===== src/rtl/song_sequencer.sv =====
// Top-level sequencer for the note-highway datapath. It sweeps the background
// image, then loops over beats: redraw the 12 note boxes, wait, score, and shift.
module song_sequencer #(
    parameter int CYCLES_PER_BEAT = 12500000,
    parameter int SONG_BEATS      = 112,
    parameter int GRID_W          = 240,
    parameter int GRID_H          = 180,
    parameter int BOX_W           = 30,
    parameter int BOX_H           = 60,
    parameter int PIPE_LAT        = 3
) (
    input  logic        clock,
    input  logic        reset,
    input  logic        start,
    output logic        busy,
    output logic        shiftSong,
    output logic        changeScore,
    output logic        addScore,
    output logic        loadDefault,
    output logic        writeDefault,
    output logic [15:0] gridCounter,
    output logic [3:0]  boxCounter,
    output logic [14:0] pixelCount,
    output logic [14:0] memAddressPixelCount,
    output logic        loadX,
    output logic        loadY,
    output logic        writeToScreen,
    output logic        songDone,
    output logic        plot
);
    localparam logic [3:0] IDLE      = 4'd0;
    localparam logic [3:0] DEF       = 4'd1;
    localparam logic [3:0] DEF_DRAIN = 4'd2;
    localparam logic [3:0] DRAW      = 4'd3;
    localparam logic [3:0] DRAIN     = 4'd4;
    localparam logic [3:0] WAIT      = 4'd5;
    localparam logic [3:0] SCORE     = 4'd6;
    localparam logic [3:0] ADD       = 4'd7;
    localparam logic [3:0] SHIFT     = 4'd8;
    localparam logic [3:0] DONE      = 4'd9;

    localparam int BTW = $clog2(CYCLES_PER_BEAT + 1);
    localparam int SNW = $clog2(SONG_BEATS + 1);
    localparam int DW  = $clog2(PIPE_LAT + 4);

    localparam logic [7:0]     GX_LAST   = 8'(GRID_W - 1);
    localparam logic [7:0]     GY_LAST   = 8'(GRID_H - 1);
    localparam logic [7:0]     BX_LAST   = 8'(BOX_W - 1);
    localparam logic [6:0]     BY_LAST   = 7'(BOX_H - 1);
    localparam logic [DW-1:0]  DEF_LAST  = DW'(2);
    localparam logic [DW-1:0]  BOX_LAST  = DW'(PIPE_LAT);
    localparam logic [BTW-1:0] BEAT_LAST = BTW'(CYCLES_PER_BEAT - 1);
    localparam logic [SNW-1:0] SONG_LAST = SNW'(SONG_BEATS - 1);

    logic [3:0]          state;
    logic [7:0]          gridX, gridY, boxX;
    logic [6:0]          boxY;
    logic [14:0]         memAddr;
    logic [3:0]          box;
    logic [DW-1:0]       drainCnt;
    logic [BTW-1:0]      beatCnt;
    logic [SNW-1:0]      beatNum;
    logic [2:0]          defDly;
    logic [PIPE_LAT-1:0] boxDly;

    always_ff @(posedge clock or posedge reset) begin
        if (reset) begin
            state    <= IDLE;
            gridX    <= '0;
            gridY    <= '0;
            boxX     <= '0;
            boxY     <= '0;
            memAddr  <= '0;
            box      <= '0;
            drainCnt <= '0;
            beatCnt  <= '0;
            beatNum  <= '0;
            defDly   <= '0;
            boxDly   <= '0;
        end else begin
            // Valid delay lines model the datapath latency behind each issued pixel.
            defDly <= {defDly[1:0], state == DEF};
            boxDly <= (boxDly << 1) | PIPE_LAT'(state == DRAW);
            case (state)
                IDLE: if (start) begin
                    state   <= DEF;
                    beatNum <= '0;
                end
                DEF: begin
                    if (gridY == GY_LAST) begin
                        gridY <= '0;
                        if (gridX == GX_LAST) begin
                            gridX    <= '0;
                            drainCnt <= '0;
                            state    <= DEF_DRAIN;
                        end else begin
                            gridX <= gridX + 8'd1;
                        end
                    end else begin
                        gridY <= gridY + 8'd1;
                    end
                end
                DEF_DRAIN: begin
                    if (drainCnt == DEF_LAST) begin
                        drainCnt <= '0;
                        box      <= 4'd1;
                        state    <= DRAW;
                    end else begin
                        drainCnt <= drainCnt + DW'(1);
                    end
                end
                DRAW: begin
                    // Sprite address is the issue-order index, so it just counts.
                    memAddr <= memAddr + 15'd1;
                    if (boxY == BY_LAST) begin
                        boxY <= '0;
                        if (boxX == BX_LAST) begin
                            boxX     <= '0;
                            memAddr  <= '0;
                            drainCnt <= '0;
                            state    <= DRAIN;
                        end else begin
                            boxX <= boxX + 8'd1;
                        end
                    end else begin
                        boxY <= boxY + 7'd1;
                    end
                end
                DRAIN: begin
                    if (drainCnt == BOX_LAST) begin
                        drainCnt <= '0;
                        if (box == 4'd12) begin
                            box   <= '0;
                            state <= WAIT;
                        end else begin
                            box   <= box + 4'd1;
                            state <= DRAW;
                        end
                    end else begin
                        drainCnt <= drainCnt + DW'(1);
                    end
                end
                WAIT: begin
                    if (beatCnt == BEAT_LAST) begin
                        beatCnt <= '0;
                        state   <= SCORE;
                    end else begin
                        beatCnt <= beatCnt + BTW'(1);
                    end
                end
                SCORE: state <= ADD;
                ADD:   state <= SHIFT;
                SHIFT: begin
                    beatNum <= beatNum + SNW'(1);
                    if (beatNum == SONG_LAST) begin
                        state <= DONE;
                    end else begin
                        box   <= 4'd1;
                        state <= DRAW;
                    end
                end
                DONE:    state <= IDLE;
                default: state <= IDLE;
            endcase
        end
    end

    assign busy                 = state != IDLE;
    assign shiftSong            = state == SHIFT;
    assign changeScore          = state == SCORE;
    assign addScore             = state == ADD;
    assign songDone             = state == DONE;
    assign loadX                = state == DRAW;
    assign loadY                = state == DRAW;
    assign loadDefault          = defDly[0];
    assign writeDefault         = defDly[1];
    assign writeToScreen        = boxDly[PIPE_LAT-1];
    assign plot                 = defDly[2] | boxDly[PIPE_LAT-1];
    assign gridCounter          = {gridX, gridY};
    assign boxCounter           = box;
    assign pixelCount           = {boxX, boxY};
    assign memAddressPixelCount = memAddr;
endmodule

===== config.mk =====
export PLATFORM = sky130hd
export DESIGN_NAME = song_sequencer
export DESIGN_NICKNAME = d
export VERILOG_FILES = /design/src/rtl/song_sequencer.sv
export SDC_FILE = /design/constraint.sdc
export NUM_CORES = 1
export LEC_CHECK = 0
export ABC_AREA = 0
export CELL_PAD_IN_SITES_DETAIL_PLACEMENT = 0
export CELL_PAD_IN_SITES_GLOBAL_PLACEMENT = 2
export CORE_MARGIN = 1.5
export CORE_UTILIZATION = 35
export DETAILED_ROUTE_END_ITERATION = 8
export PLACE_DENSITY = 0.8
export SETUP_SLACK_MARGIN = 0.2
export SKIP_CTS_REPAIR_TIMING = 1
export SLEW_MARGIN = 20
export SYNTH_ARGS = -nofsm -noshare
export SYNTH_HDL_FRONTEND = slang
export SYNTH_SLANG_ARGS = --single-unit

===== constraint.sdc =====
create_clock -name clock -period 4.1 [get_ports clock]
set_clock_uncertainty 0.2 [all_clocks]
set_input_delay 0.82 -clock clock [delete_from_list [all_inputs] [get_ports clock]]
set_output_delay 0.82 -clock clock [all_outputs]
set_load 0.05 [all_outputs]

==> run summary, run 1 <==
The flow ran to the end, and the final reports show no timing, DRC or antenna violations. The residual antenna-violating net count after detailed routing came out at 0. Setup repair after global routing left no endpoint under its margin. The CTS tree is yes. After the first detailed-routing iteration, the DRC count stood at about 230. Yosys attributes the largest share of cell area to dfrtp_1 (48%), xnor2_1 (5.0%), nand2_1 (4.7%).

The proportion of netlist area held by the largest area contributor came out at about half. The fraction of registers with async set/reset came out at 100.0%. After synthesis the netlist holds a flip-flop and latch count of between 90 and 100.

The length of routed met2 wiring is between 4000 and 5000 um. No sink is reached through more buffers than the 2 on the longest clock path. The net count of the finished layout is 587.

The number of sinks handled by clock tree synthesis is 94. In this run the worst path has a maximum fanout of 16. The number of H-tree levels came out at 3. The overall die area is 14,710 sq um. In this run the cell area of the synthesized design comes to 4896 sq um. The highest attainable clock frequency is roughly 270 MHz. Row generation in the floorplan step produced 43 rows. The max-slew violation count is 0. The core area came out at roughly 14,000 sq um. The number of buffers and inverters on the critical path is 2. The total grt overflow came out at 0. The largest net degree at the start of global routing came out at 56. The boundary pin count came out at between 60 and 70.

The synthesized net count came out at approximately 520. The peak per-stage delay on the critical path came out at ~0.9 ns. The layout has 1,329 filler cells.

The routed design could run at a clock period as short as around 3.7 ns. The number of hold-slack violations in the final timing report was 0. The post-synthesis sequential area ratio came out at 48.04%.

The library cell used most frequently in the layout, excluding fill and tap cells, is dfrtp_1. Clock tree synthesis selected as its root buffer the cell clkbuf_16. After clock tree synthesis, the clock-pin slew on the worst setup and hold paths is approximately 0.070 ns.

Summed over all instances, the cell type with the most area after synthesis is dfrtp_1. The post-route clock period utilization is 90.97%. In this run the top signal layer used is met4. The required time at the endpoint of the critical path is approximately 3.1 ns. The number of vias per cell came out at between 5 and 6. The number of cells on the critical path is 4.

The detailed-route via count came out at just under 4,000. The arrival time of data at the critical path endpoint is 2.71 ns. The number of global-route vias before repair is around 3,600.

The most used flip-flop cell after synthesis is dfrtp_1. The total power after layout is between 1.5 and 2 mW. The worst hold path depth is 0. The number of antenna violations at the first check in global routing came to 0. After detailed routing, the average wire length per cell comes to 14.26 um. The worst reg2reg path depth is 6. After detailed routing, the met3 layer carries about 450 um of wire. The final number of setup-violating endpoints came out at 0. The count of placed standard cells in the final layout, fillers left out came out at approximately 760. The relative area change from synthesis to final layout came out at 23.33%. The detailed-route wire length came out at 10,770 um. The kind of capture point of the worst setup path is an output pin. The total power per unit cell area came out at slightly above 300 nW/um^2. The number of buffers added by the clock tree synthesis step is 9. Once the floorplan was initialized, standard cells occupied a little over a third of the core. The first-pass GRT wire length is around 18,000 um. The post-synthesis area per instance came out at 9.695 sq um. For the pin with the worst max-slew slack, the measured transition is about 0.83 ns.

The maximum VDD drop came out at between 0.15 and 0.2 mV. The kind of cell with the highest combined delay along the critical path is buffers and inverters. The total placed cells including tap cells came out at around 740. The routed length on met1 came out at 5344 um. The congestion estimate from routability-driven global placement came to between 0.7 and 0.8. The cell type of the slowest stage on the worst timing path is clkdlybuf4s50_1. The worst setup path is launched from a flip-flop. The worst max-slew margin expressed relative to the limit is 44.61%. The path class of the tightest hold or removal check is reg -> reg. The clock latency on the worst-skew pair came out at between 0.3 and 0.4 ns.

The kind of critical path is reg -> out. Global routing used about 16% of the available tracks across all layers. The instance area after placement came out at 5714 sq um. The placed wire-length estimate after detailed placement came out at 7596 um.

The number of enable flip-flop cells after synthesis is 0. The total inserted antenna cells came out at 0. The width of the chip is roughly 120 um. The leakage power total is roughly 2.5 nW. The count of warnings emitted by yosys came out at 0. The critical path goes through nor2b_1 -> nand2_2 -> inv_1 -> clkdlybuf4s50_1.

The post-route netlist has a little under 8% of its cells at a drive strength greater than 1. The number of max-cap violations came out at 0. For the final routed database, the setup TNS stands at 0 ns. The die boundary height is approximately 120 um. The number of iterations in the first detailed-routing pass came out at 5. In this run the tool buffered the top-level ports with 63 buffer cells.

Leaving out fill and tap cells, the most frequent cells in the layout are dfrtp_1 (94), clkdlybuf4s50_1 (63), nand2_1 (61), nor2_1 (43), o21ai_0 (38). The residual DRC count is 0. Synthesis produced 505 cells. The total non-filler cell area in the finished layout came out at about 6000 sq um.

The number of different library cells used by synthesis comes to between 60 and 70.
[metrics by stage]
stage / setup slack [ns] / utilization (%) / hold WS [ns]
floorplan: 0.6313 / - / 0.1312
global route: 0.2171 / 43.84 / 0.1740
finish: 0.3704 / 43.84 / 0.1593
CTS: 0.3507 / 43.84 / 0.1667
global placement: 0.7485 / 41.49 / 0.1380
detailed placement: 0.7300 / 41.49 / 0.1534
[registers in the layout, indices dropped and copies added (netlist names)]
signal	count
boxX	8
boxY	7
boxDly	3
defDly	3
drainCnt	3
gridY	8
memAddressPixelCount	15
gridX	8
beatNum	7
beatCnt	24
state	4
boxCounter	4
[worst paths after layout]
path                            from                       to  slack (ns)
min                        boxDly[1]                boxDly[2]        0.16
max reg2reg                 state[0]  memAddressPixelCount[2]        1.11
max in group asynchronous      reset              beatCnt[14]        2.22
min reg2reg                boxDly[1]                boxDly[2]        0.16
min in group asynchronous      reset                 gridY[5]        0.73
max                         state[0]                    loadX        0.37
[Yosys cell counts, drive strengths merged (2+ instances only)]
cell type  instances
or4                2
a22o               2
ha                14
o21ai             42
and4bb             2
mux2i              2
o41ai              3
a21o               5
mux2               4
nor4b              4
nand4             18
o211ai             2
a31oi              7
nand3b             2
or3                6
and4               6
inv               20
nor4               9
nor3              18
and3              11
clkbuf             4
o22ai              2
a21oi             15
xor2              11
nand2b             7
or2                3
buf                9
and2               3
xnor2             28
nor2b              2
dfrtp             94
nand2             64
nor2              43
nand3             27
[routing by layer]
metal / vias up / GRT usage (%)
met1: 1902 / 22.38
li1: 1940 / -
met4: 0 / 6.838
met3: 10 / 2.679
met2: 91 / 23.51
met5: - / 0
[area by class of cell]
| type | count | area [sq um] | area share [%] |
|---|---|---|---|
| multi-input combinational | 377 | 2384 | 39.47 |
| clock inverter | 6 | 85.08 | 1.409 |
| timing repair buffer | 67 | 673.1 | 11.15 |
| clock buffer | 10 | 239.0 | 3.958 |
| tap | 180 | 225.2 | 3.730 |
| sequential | 94 | 2352 | 38.96 |
| inverter | 21 | 80.08 | 1.326 |
[worst register-to-register path, delay by kind of cell (launching register included)]
family	cells	cell delay [ns]
buffers and inverters	1	0.43
and+or+nand+nor	5	1.60
DFF	1	0.61
[kinds of logic (layout without fill, tap and decap cells)]
family	count (synthesis)	after routing	synth area share, %
AND/OR/NAND/NOR	231	231	25.94
flip-flops	94	94	48.05
AO/OA/AOI/OAI	87	87	10.86
XOR/XNOR	39	39	6.977
buffers and inverters	34	104	3.271
adder cells (fa/ha/maj)	14	14	3.578
multiplexers	6	6	1.329
[power by group]
part           total [mW]  internal [mW]  switching [mW]
clock network       0.907          0.549           0.358
logic              0.0237        0.00414          0.0196
registers           0.927          0.927               0
total                1.86           1.48           0.378
Note: power is estimated with default switching activity, not from simulation.
==> inputs of run 2 (changes only) <==
--- a/config.mk
+++ b/config.mk
@@ -11,7 +11,9 @@
 export CORE_MARGIN = 1.5
 export CORE_UTILIZATION = 35
 export DETAILED_ROUTE_END_ITERATION = 8
+export HOLD_SLACK_MARGIN = 0.08
 export PLACE_DENSITY = 0.8
+export REMOVE_ABC_BUFFERS = 1
 export SETUP_SLACK_MARGIN = 0.2
 export SKIP_CTS_REPAIR_TIMING = 1
 export SLEW_MARGIN = 20
==> run 2 against run 1 <==
  * Worst hold slack worse by 0.013 ns
  * Register-to-register slack better by 0.10 ns
  * Worst setup slack better by 0.13 ns
  * Largest power group unchanged
  * Clock power down 12%
  * Utilization down 0.33 points
  * Critical path depth unchanged
  * First-iteration DRC count up 0.86%
  * Sequential power about the same
  * Wire length up 0.33%
  * Sequential cell count unchanged
  * Sequential share of layout area up 0.29 points
==> run summary, run 2 (synthesized netlist as in run 1, its figures left out) <==
The run finished with clean final reports. The number of hold-slack violations in the final timing report came out at 0. The number of antenna violations at the first check in global routing is 0.

The core area is roughly 14,000 sq um. The count of port buffers added during placement came out at 63. Global routing used 15.83% of the available tracks across all layers. The number of placed instances, taps included, is 739. The CTS root buffer is clkbuf_16. The fraction of final layout cells sized beyond drive strength 1 came out at about 7.5%. The number of max-cap violations came out at 0. The type of element launching the critical path is a flip-flop. The met2 layer usage reported by global route came out at about a quarter. The leakage power total came out at between 2 and 2.5 nW. At the worst endpoint, the required time is approximately 3 ns. The design draws 1.746 mW. The library cell used most frequently in the layout, excluding fill and tap cells, is dfrtp_1.

The library cells used most frequently in the layout, excluding fill and tap cells, are dfrtp_1 (94), clkdlybuf4s50_1 (63), nand2_1 (61), nor2_1 (43), o21ai_0 (38). The residual DRC count is 0. The final layout contains routed wiring with a total length of about 11,000 um. For this run, global-route usage on met3 was measured as about 2.2%. met2 is the most crowded layer. The instance area after placement came out at around 5700 sq um. The CTS tree is yes. Entering global routing, the biggest net connects between 40 and 50 pins. The count of placed standard cells in the final layout, fillers left out came out at roughly 760.

The number of buffers added by the clock tree synthesis step is 9. The arrival time of data at the critical path endpoint is roughly 2.6 ns. For this run the aggregate overflow at the end of global routing stands at 0. The detailed-route via count is 3,891. The first-pass GRT wire length is about 19,000 um.

The total non-filler cell area in the finished layout is 5993 sq um. The kind of capture point of the worst setup path is an output pin. The kind of critical path is reg -> out. Dividing the detail-routed via count by the number of cells gives just over 5. The maximum VDD drop came out at between 0.15 and 0.2 mV. At the pin with the least slew margin, the transition time is roughly 0.90 ns. The number of global-route vias before repair came out at about 3,700. The relative area change from synthesis to final layout came out at 22.41%. The worst hold path belongs to the class reg -> reg. Setup violations remaining at the end of the flow were counted as 0. Based on the critical path, the design can be clocked at up to approximately 280 MHz. The flip-flop count of the largest register, all copies and words added came out at 24. For the final routed database, the setup TNS stands at 0 ns. The met1 global-route usage came out at a little under a quarter. The average wire length per cell after detail routing is about 14 um. The die boundary height came out at approximately 120 um. Routability-driven placement finished with a final weighted congestion of between 0.8 and 0.9.

In this run the remaining antenna-violating nets after routing total 0. The number of H-tree levels is 3. The placed wire-length estimate after detailed placement is 7628 um.

The width of the chip came out at 121.3 um. The maximum net fanout on the critical path came out at 17. The post-route clock period utilization is between 80% and 90%.

In this run the power density over the cells is between 200 and 300 nW/um^2. Counting every sink on the clock net gives 94. The worst max-slew margin expressed relative to the limit is between 30% and 40%. The clock latency on the worst-skew pair came out at 0.35 ns.

The post-CTS clock slew at the launch and capture registers of the worst setup and hold paths came out at about 0.070 ns. The register with the most flip-flops in the final layout is beatCnt. The initial core utilization is a little over a third.

The number of nets at the end of the flow came out at around 590. The detailed router finished its first iteration with ~230 violations. The number of inserted filler cells in the final layout came out at 1,399.

The boundary pin count came out at 64. The maximum clock path buffer count came out at 2. The max-slew violation count is 0. The total inserted antenna cells came out at 0. Setup repair after global routing left no endpoint under its margin.

The floorplan has 43 rows. The overall die area is between 10,000 and 15,000 sq um. The pre-antenna-repair detailed-routing pass consisted of 4 iterations. The shortest clock period the worst path allows after layout is roughly 3.6 ns.
run 2: changes by cell type in the layout (fill, tap and decap cells not counted), sizes merged:
cell	previous run	this run
bufinv	2	0
clkbuf	10	12
run 2: area by class of cell:
class	count	area, sq um	area share, %
Tap cell	180	225.2	3.758
Timing Repair Buffer	67	673.1	11.23
Multi-Input combinational cell	377	2384	39.77
Inverter	21	80.08	1.336
Sequential cell	94	2352	39.25
Clock buffer	12	246.5	4.113
Clock inverter	4	32.53	0.5428
run 2: path summary, 6_finish.rpt:
check | start | end | slack, ns | cells after the start
hold reg to reg | boxDly[1] | boxDly[2] | 0.15 | 0
max in group asynchronous | reset | gridY[7] | 2.25 | 3
hold / removal | boxDly[1] | boxDly[2] | 0.15 | 0
min in group asynchronous | reset | defDly[2] | 0.70 | 2
setup / recovery | state[1] | shiftSong | 0.50 | 4
setup reg to reg | state[0] | memAddressPixelCount[14] | 1.21 | 7
run 2: per-layer routing:
metal	routed length, um	vias up	share of wire (%)
met5	0	-	0
met4	262	0	2.4
met3	308	15	2.9
met2	4919	65	46
met1	5315	1874	49
li1	-	1937	-
run 2: where the power goes:
| group | total, mW | internal, mW | switching [mW] |
|---|---|---|---|
| registers | 0.927 | 0.927 | 0 |
| logic | 0.0241 | 0.00472 | 0.0194 |
| clock network | 0.795 | 0.431 | 0.364 |
| total | 1.75 | 1.36 | 0.384 |
run 2: per-stage QoR:
step                      hold slack, ns  setup slack, ns  utilization (%)
after floorplan                   0.1312           0.6313                -
after global placement            0.1389           0.9404            41.49
final                             0.1464           0.5044            43.51
after detailed placement          0.1404           0.8703            41.49
after global routing              0.1595           0.3595            43.51
after CTS                         0.1503           0.4909            43.51
run 2: critical path: stages, from the launching register on:
cell and delay, ns:
dfrtp_1 0.54, nor2_1 0.36, nand3_1 0.25, inv_1 0.24, clkdlybuf4s50_1 0.83
